### src/rtl/renkon_ctrl_pool_stride.sv
// renkon pooling controller: raster scan with configurable window/stride, hit marking,
// D_POOL-deep start/valid/stop alignment and sticky config error. Optional macro: RENKON_POOL_PAD_EN.
module renkon_ctrl_pool_stride #(
  parameter int LWIDTH   = 12,
  parameter int DWIDTH   = 6,
  parameter int D_POOL   = 7,
  parameter int MAX_POOL = 4
) (
  input  logic                  clk,
  input  logic                  rst,
  input  logic                  pool_en,
  input  logic                  in_start,
  input  logic                  in_valid,
  input  logic                  in_stop,
  input  logic [DWIDTH-1:0]     in_delay,
  input  logic [LWIDTH-1:0]     cfg_fea_size,
  input  logic [LWIDTH-1:0]     cfg_pool_size,
  input  logic [LWIDTH-1:0]     cfg_stride,
`ifdef RENKON_POOL_PAD_EN
  input  logic [LWIDTH-1:0]     cfg_pad,
`endif
  output logic                  out_start,
  output logic                  out_valid,
  output logic                  out_stop,
  output logic [DWIDTH-1:0]     out_delay,
  output logic                  pool_oe,
  output logic                  busy,
  output logic                  cfg_err,
  output logic [2*LWIDTH-1:0]   win_cnt
);

  localparam int DRW = $clog2(D_POOL + 1);

  typedef enum logic [1:0] {S_IDLE, S_ACTIVE, S_DRAIN} state_e;

  state_e              state_q;
  logic [LWIDTH-1:0]   fea_q, pool_q, stride_q, pad_q;
  logic [LWIDTH-1:0]   col_q, row_q, phx_q, phy_q;
  logic [LWIDTH-1:0]   col_d, row_d, phx_d, phy_d;
  logic [LWIDTH-1:0]   org, pad_in;
  logic [D_POOL-1:0]   vld_q, sta_q, stp_q;
  logic [DRW-1:0]      drn_q;
  logic                byp_sta_q, byp_vld_q, byp_stp_q;
  logic [2*LWIDTH-1:0] win_q;
  logic                err_q;
  logic                latch, acc, last, hit, err_in, col_wrap;

`ifdef RENKON_POOL_PAD_EN
  assign pad_in = cfg_pad;
`else
  assign pad_in = '0;
`endif

  assign latch = (state_q == S_IDLE) && in_start && pool_en;
  assign acc   = (state_q == S_ACTIVE) && in_valid;
  assign last  = acc && (col_q == fea_q - LWIDTH'(1)) && (row_q == fea_q - LWIDTH'(1));

  // Lattice origin: first column/row whose window is fully inside the padded map.
  assign org = pool_q - LWIDTH'(1) - pad_q;
  assign hit = acc && !err_q && (col_q >= org) && (phx_q == '0)
                              && (row_q >= org) && (phy_q == '0);

  assign err_in = (cfg_pool_size == '0) || (cfg_stride == '0)
               || (cfg_pool_size > cfg_fea_size)
               || (cfg_pool_size > LWIDTH'(MAX_POOL))
               || (pad_in >= cfg_pool_size);

  // Phase counters track the phase of the pixel at col_q/row_q; reset at the origin.
  always_comb begin
    col_wrap = (col_q == fea_q - LWIDTH'(1));
    col_d    = col_wrap ? '0 : col_q + LWIDTH'(1);
    row_d    = col_wrap ? row_q + LWIDTH'(1) : row_q;
    phx_d    = (col_d == org) ? '0 :
               (phx_q == stride_q - LWIDTH'(1)) ? '0 : phx_q + LWIDTH'(1);
    phy_d    = phy_q;
    if (col_wrap) begin
      phy_d = (row_d == org) ? '0 :
              (phy_q == stride_q - LWIDTH'(1)) ? '0 : phy_q + LWIDTH'(1);
    end
  end

  always_ff @(posedge clk) begin
    if (rst) begin
      state_q   <= S_IDLE;
      fea_q     <= '0;
      pool_q    <= '0;
      stride_q  <= '0;
      col_q     <= '0;
      row_q     <= '0;
      phx_q     <= '0;
      phy_q     <= '0;
      vld_q     <= '0;
      sta_q     <= '0;
      stp_q     <= '0;
      drn_q     <= '0;
      byp_sta_q <= 1'b0;
      byp_vld_q <= 1'b0;
      byp_stp_q <= 1'b0;
      win_q     <= '0;
      err_q     <= 1'b0;
    end else begin
      byp_sta_q <= in_start;
      byp_vld_q <= in_valid;
      byp_stp_q <= in_stop;
      vld_q     <= {vld_q[D_POOL-2:0], hit};
      sta_q     <= {sta_q[D_POOL-2:0], latch};
      stp_q     <= {stp_q[D_POOL-2:0], last};
      if (vld_q[0]) win_q <= win_q + (2*LWIDTH)'(1);
      case (state_q)
        S_IDLE: begin
          if (latch) begin
            fea_q    <= cfg_fea_size;
            pool_q   <= cfg_pool_size;
            stride_q <= cfg_stride;
            col_q    <= '0;
            row_q    <= '0;
            phx_q    <= '0;
            phy_q    <= '0;
            win_q    <= '0;
            err_q    <= err_in;
            state_q  <= S_ACTIVE;
          end
        end
        S_ACTIVE: begin
          if (acc) begin
            col_q <= col_d;
            row_q <= row_d;
            phx_q <= phx_d;
            phy_q <= phy_d;
          end
          if (last) begin
            drn_q   <= '0;
            state_q <= S_DRAIN;
          end
        end
        S_DRAIN: begin
          drn_q <= drn_q + DRW'(1);
          if (drn_q == DRW'(D_POOL - 1)) state_q <= S_IDLE;
        end
        default: state_q <= S_IDLE;
      endcase
    end
  end

`ifdef RENKON_POOL_PAD_EN
  always_ff @(posedge clk) begin
    if (rst)        pad_q <= '0;
    else if (latch) pad_q <= cfg_pad;
  end
`else
  assign pad_q = '0;
`endif

  assign out_start = pool_en ? sta_q[D_POOL-1] : byp_sta_q;
  assign out_valid = pool_en ? vld_q[D_POOL-1] : byp_vld_q;
  assign out_stop  = pool_en ? stp_q[D_POOL-1] : byp_stp_q;
  assign pool_oe   = pool_en & vld_q[D_POOL-2];
  assign out_delay = in_delay + (pool_en ? DWIDTH'(D_POOL) : DWIDTH'(1));
  assign busy      = (state_q != S_IDLE);
  assign cfg_err   = err_q;
  assign win_cnt   = win_q;

endmodule

### config.mk
export PLATFORM = sky130hd
export DESIGN_NAME = renkon_ctrl_pool_stride
export DESIGN_NICKNAME = d
export VERILOG_FILES = /design/src/rtl/renkon_ctrl_pool_stride.sv
export SDC_FILE = /design/constraint.sdc
export NUM_CORES = 1
export LEC_CHECK = 0
export CELL_PAD_IN_SITES_DETAIL_PLACEMENT = 1
export CELL_PAD_IN_SITES_GLOBAL_PLACEMENT = 1
export CORE_MARGIN = 10
export CORE_UTILIZATION = 40
export CTS_CLUSTER_DIAMETER = 80
export DETAILED_ROUTE_END_ITERATION = 12
export HOLD_SLACK_MARGIN = 0.08
export PLACE_DENSITY = 0.74
export SLEW_MARGIN = 0
export SYNTH_ARGS = -nofsm -noshare
export SYNTH_HDL_FRONTEND = slang
export SYNTH_SLANG_ARGS = --single-unit
### constraint.sdc
create_clock -name clk -period 3.87 [get_ports clk]
set_input_delay 1.161 -clock clk [delete_from_list [all_inputs] [get_ports clk]]
set_output_delay 1.161 -clock clk [all_outputs]
set_load 0.01 [all_outputs]
## Word level (Yosys, flattened, before mapping)

Cells that the tools add are included.

- Add/sub/neg operators: 10
- Order comparisons: 5
- Equal/unequal tests: 14
- Mux-type cells: 29
- Bitwise gates (word level): 1
- Reductions and logical operators: 28

Operator list:

| kind | count |
|---|---|
| two-way mux 12 bit | 12 |
| one-hot mux 12 bit (2 select lines) | 4 |
| == test 12 bit | 6 |
| two-way mux 24 bit | 3 |
| adder 12 x 1 -> 12 bit (second input constant) | 4 |
| logical NOT 12 bit | 4 |
| subtractor 12 x 1 -> 12 bit (second input constant) | 3 |
| adder 24 x 1 -> 24 bit (second input constant) | 1 |
| greater-or-equal comparator 12 bit | 2 |
| greater-or-equal comparator 1 x 12 -> 1 bit (first input constant) | 1 |
| greater-than comparator 12 bit | 1 |
| greater-than comparator 12 x 3 -> 1 bit (second input constant) | 1 |
| logical AND 1 bit | 10 |
| inequality test 2 bit (second input constant) | 5 |
| adder 6 x 3 -> 6 bit | 1 |
| two-way mux 2 bit | 3 |
| two-way mux 3 bit | 2 |
| one-hot mux 2 bit (3 select lines) | 1 |
| one-hot mux 3 bit (2 select lines) | 1 |
| AND reduction 3 bit | 2 |
| nonzero test 2 bit | 3 |
| logical OR 1 bit | 4 |
| AND reduction 2 bit | 2 |
| AND reduction 4 bit | 1 |
| 8 further kinds | 10 |

- Flip-flop bits (word level): 138
- Input port bits: 48
- Output and inout bits: 36
- Logic and storage cells: 104

## Depth between registers and ports, before layout

- Word-level depth: 8
- Mapped depth: 16
- Depth with buffers taken out: 13

## Worst setup path after synthesis

OpenSTA, ideal clock, no wires.

- Kind: input -> output
- From: input port in_delay[0]
- To: output port out_delay[4]
- Arrival: 2.091 ns
- Data required time: 2.709 ns
- Setup slack: 0.618 ns
- Cell stages on the path: 5
- Path buffers: 0
- Cells stage by stage: inv_1 -> fa_1 -> nor2b_1 -> o21ai_0 -> xnor2_1

- Cells in the longest elaborated chain, start to end: 1

Ends and longest elaborated chain:

| what | line | text |
|---|---|---|
| from (decl) | 15 | `input logic [DWIDTH-1:0] in_delay,` |
| adder 6 x 3 -> 6 bit | 158 | `assign out_delay = in_delay + (pool_en ? DWIDTH'(D_POOL) : DWIDTH'(1));` |
| to (decl) | 25 | `output logic [DWIDTH-1:0] out_delay,` |

No other way between the ends.

## Worst setup path after layout

- From: input port in_delay[0]
- To: output port out_delay[2]

The elaborated chain is that of the path after synthesis.

==> reports/results.ini <==
[setup_path]
path_depth=6
worst_setup_path_end_kind=output port
start_kind=input pin
cp.arrival_ns=2.61
path_class=in2out
r2r_start=fea_q[0]
reg2reg_to=phy_q[2]
path_cells=clkdlybuf4s50_1 -> inv_1 -> fa_2 -> buf_4 -> xnor2_1 -> dlygate4sd2_1
r2r_slack_ns=0.28
cp_slowest_stage_delay_ns=0.48
rr_worst_depth=13
crit_end=out_delay[2]
critPathLaunch=in_delay[0]
worst-path-buf-inv=4
slowest_stage=clkdlybuf4s50_1
path_max_fanout=2
crit_required_ns=2.71
crit_family=buffers and inverters

[power]
p_clk_share_pct=43.3
powerDensity_nw_per_um2=370
intPower_mw=2.68
p_sw_mw=1.19
power.leakage_nw=4.11
pwr-share-seq_pct=38.1
peakVddDrop_mv=0.302
switching_share_pct=30.8
combPwrFrac_pct=18.6

[job]
drv_cap=0

[cells_and_area]
final_area_um2=10500
mostFrequentLayoutCell=dfxtp_1
antenna_cells=0
mostFrequentLayoutCells=138 x dfxtp_1, 122 x nand2_1, 90 x nor2_1, 75 x clkdlybuf4s50_1, 72 x a21oi_1
num-nets-final=1258
area_growth_pct=21.6
drive_gt1_share_pct=8.50

[drt]
drtIter0Drc=351
drtPass1Iterations=4
wire_per_inst_um=18.2
viasPerCell=5.59
post-route-drc-count=0
antenna_left=0
drt_wl_total_um=26400
dr_total_vias=8104

[timing]
tightest_slew_ns=0.705
finClkSkew_ns=0.0127
post-route-period-util_pct=97.4
drv_slew=0
setup_viol=0
slew_headroom_pct=52.7
hold_violations=0
rsz0062_at_grt=false
fin_crit_ns=3.77
fin_ws_ns=0.100
fmax_mhz=265

[floorplanning]
dieWidth_um=167
start_util_pct=40.8
placementRows=53
io_pins=84
dieArea_um2=27800
die_h_um=167
core_area_um2=21100

[logic_synthesis]
synth_area_leader_cell=dfxtp_1
synth_mux_area_share_pct=0.857
ys.flop_type=dfxtp_1
synth_fa_ha_area_share_pct=7.15
synthTopCellsByArea=dfxtp_1 32%, xnor2_1 7.1%, xor2_1 7.1%
synth_fp_nets=1176
avgSynthCellArea_um2=7.97
synth-compound-area-share_pct=13.6
ys_ff_latch=138
syn_inst=1081
seq_area_frac_synth_pct=32.1
ys_types=71
synthArstFlopShare_pct=0
synth_area_um2=8610
synth_top_area_share_pct=32.1
yosys.area_share.simple_pct=26.5
synth_top_family_by_area=simple AND/OR/NAND/NOR gates
synth_warnings=0
synth_edf_count=0
synthXorXnorAreaFrac_pct=14.9

[placed_design]
pre_cts_ws_ns=-0.529
place_hpwl_um=19900
dpl-instance-area_um2=9870
portBuffers=83
gp_routability_congestion=0.837

[clock_network]
cts_tree=built
cts_inserted_buffers=17
clk_latency_ns=0.43
clkTransAtPathRegs_ns=0.06
cts_htree_levels=4
clk_path_buf_depth=2
cts-root-buf=clkbuf_16
clock-sinks=138

[global_route]
gr-total-overflow=0
grt_pass1_vias=8506
grt_antenna_before_repair=0
grt_pass1_wl_um=44300
grtUsageTotal_pct=18.9
grt_max_degree=51

[outcome]
run_status=finished clean

[hold_path]
hold_path_class=reg2reg

==> registers in the layout (all words and copies together) (netlist names) <==
name and flops:
cfg_err 1, col_q 12, vld_q 7, stp_q 7, state_q 2, byp_sta_q 1, row_q 12, byp_vld_q 1
phy_q 12, fea_q 12, byp_stp_q 1, stride_q 12, drn_q 3, win_cnt 24, phx_q 12, sta_q 7
pool_q 12
==> power by group through the flow <==
stage	logic, mW	clock network [mW]	registers [mW]
after floorplan	0.470	0	1.49
after global placement	0.701	0	1.50
after detailed placement	0.721	0	1.51
after CTS	0.723	1.70	1.47
after global routing	0.800	1.76	1.48
final	0.720	1.68	1.47
==> logic make-up (layout without fill, tap and decap cells) <==
kind of cell | count (synthesis) | count (layout)
mux | 7 | 7
compound gates | 187 | 187
flops | 138 | 138
buf+inv | 107 | 202
fa+ha+maj | 49 | 49
simple gates | 450 | 450
xor+xnor | 143 | 143
==> synthesized netlist by cell type, types with 4 or more instances <==
cell type	number
or4_1	7
nor2b_1	31
xor2_1	70
o21ai_0	33
or3b_2	4
buf_2	4
clkbuf_1	50
nor2_1	90
or3_1	10
a21oi_1	73
nor4_1	20
buf_1	6
dfxtp_1	138
o211ai_1	4
nand2b_1	8
nor3_1	35
inv_1	45
nand2_1	122
o22ai_1	5
a22oi_1	5
and3_1	23
a311oi_1	8
mux2i_1	4
nand4_1	33
a211oi_1	4
xnor2_1	70
a31oi_1	9
a21o_1	13
nand3_1	40
and2_1	7
ha_1	46
nand4b_1	4
o31ai_1	6
==> cell type report <==
class | instances | area, µm²
Tap cell | 275 | 344
Inverter | 45 | 169
Timing Repair Buffer | 125 | 1160
Sequential cell | 138 | 2760
Multi-Input combinational cell | 836 | 5450
Clock buffer | 17 | 425
Fill cell | 2564 | 10600
Clock inverter | 15 | 163
==> through the flow <==
stage / instances / total power, mW / TNS [ns] / utilization, % / hold WS [ns]
after floorplan: 1081 / 1.96 / 0 / - / 0.414
after global placement: 1418 / 2.21 / -1.47 / 46.8 / 0.417
after detailed placement: 1418 / 2.23 / -1.87 / 46.8 / 0.427
after CTS: 1450 / 3.90 / -0.0303 / 49.6 / 0.442
after global routing: 1451 / 4.04 / 0 / 49.7 / 0.457
final: 1451 / 3.87 / 0 / 49.7 / 0.440
==> how the worst min path moves through the flow <==
stage / startpoint / endpoint / cells past startpoint
floorplan: sta_q[0] / sta_q[1] / 1
global placement: stp_q[0] / stp_q[1] / 1
detailed placement: stp_q[4] / stp_q[5] / 1
CTS: stp_q[4] / stp_q[5] / 1
global route: sta_q[1] / sta_q[2] / 1
finish: sta_q[0] / sta_q[1] / 1
==> per-layer routing <==
layer,up-vias,GRT usage (%),part of all wire [%]
met5,-,0,0
li1,3951,-,-
met2,182,31.6,47
met4,0,5.73,1.6
met3,31,3.18,3.7
met1,3940,24.3,48
==> what timing repair did <==
item / in CTS / in global routing
pin swaps: 1 / 2
buffers inserted: 0 / 1
hold buffers: 0 / 0
setup endpoints to repair: 8 / 27
gates resized for setup: 11 / 6
(Power assumes the default switching activity.)
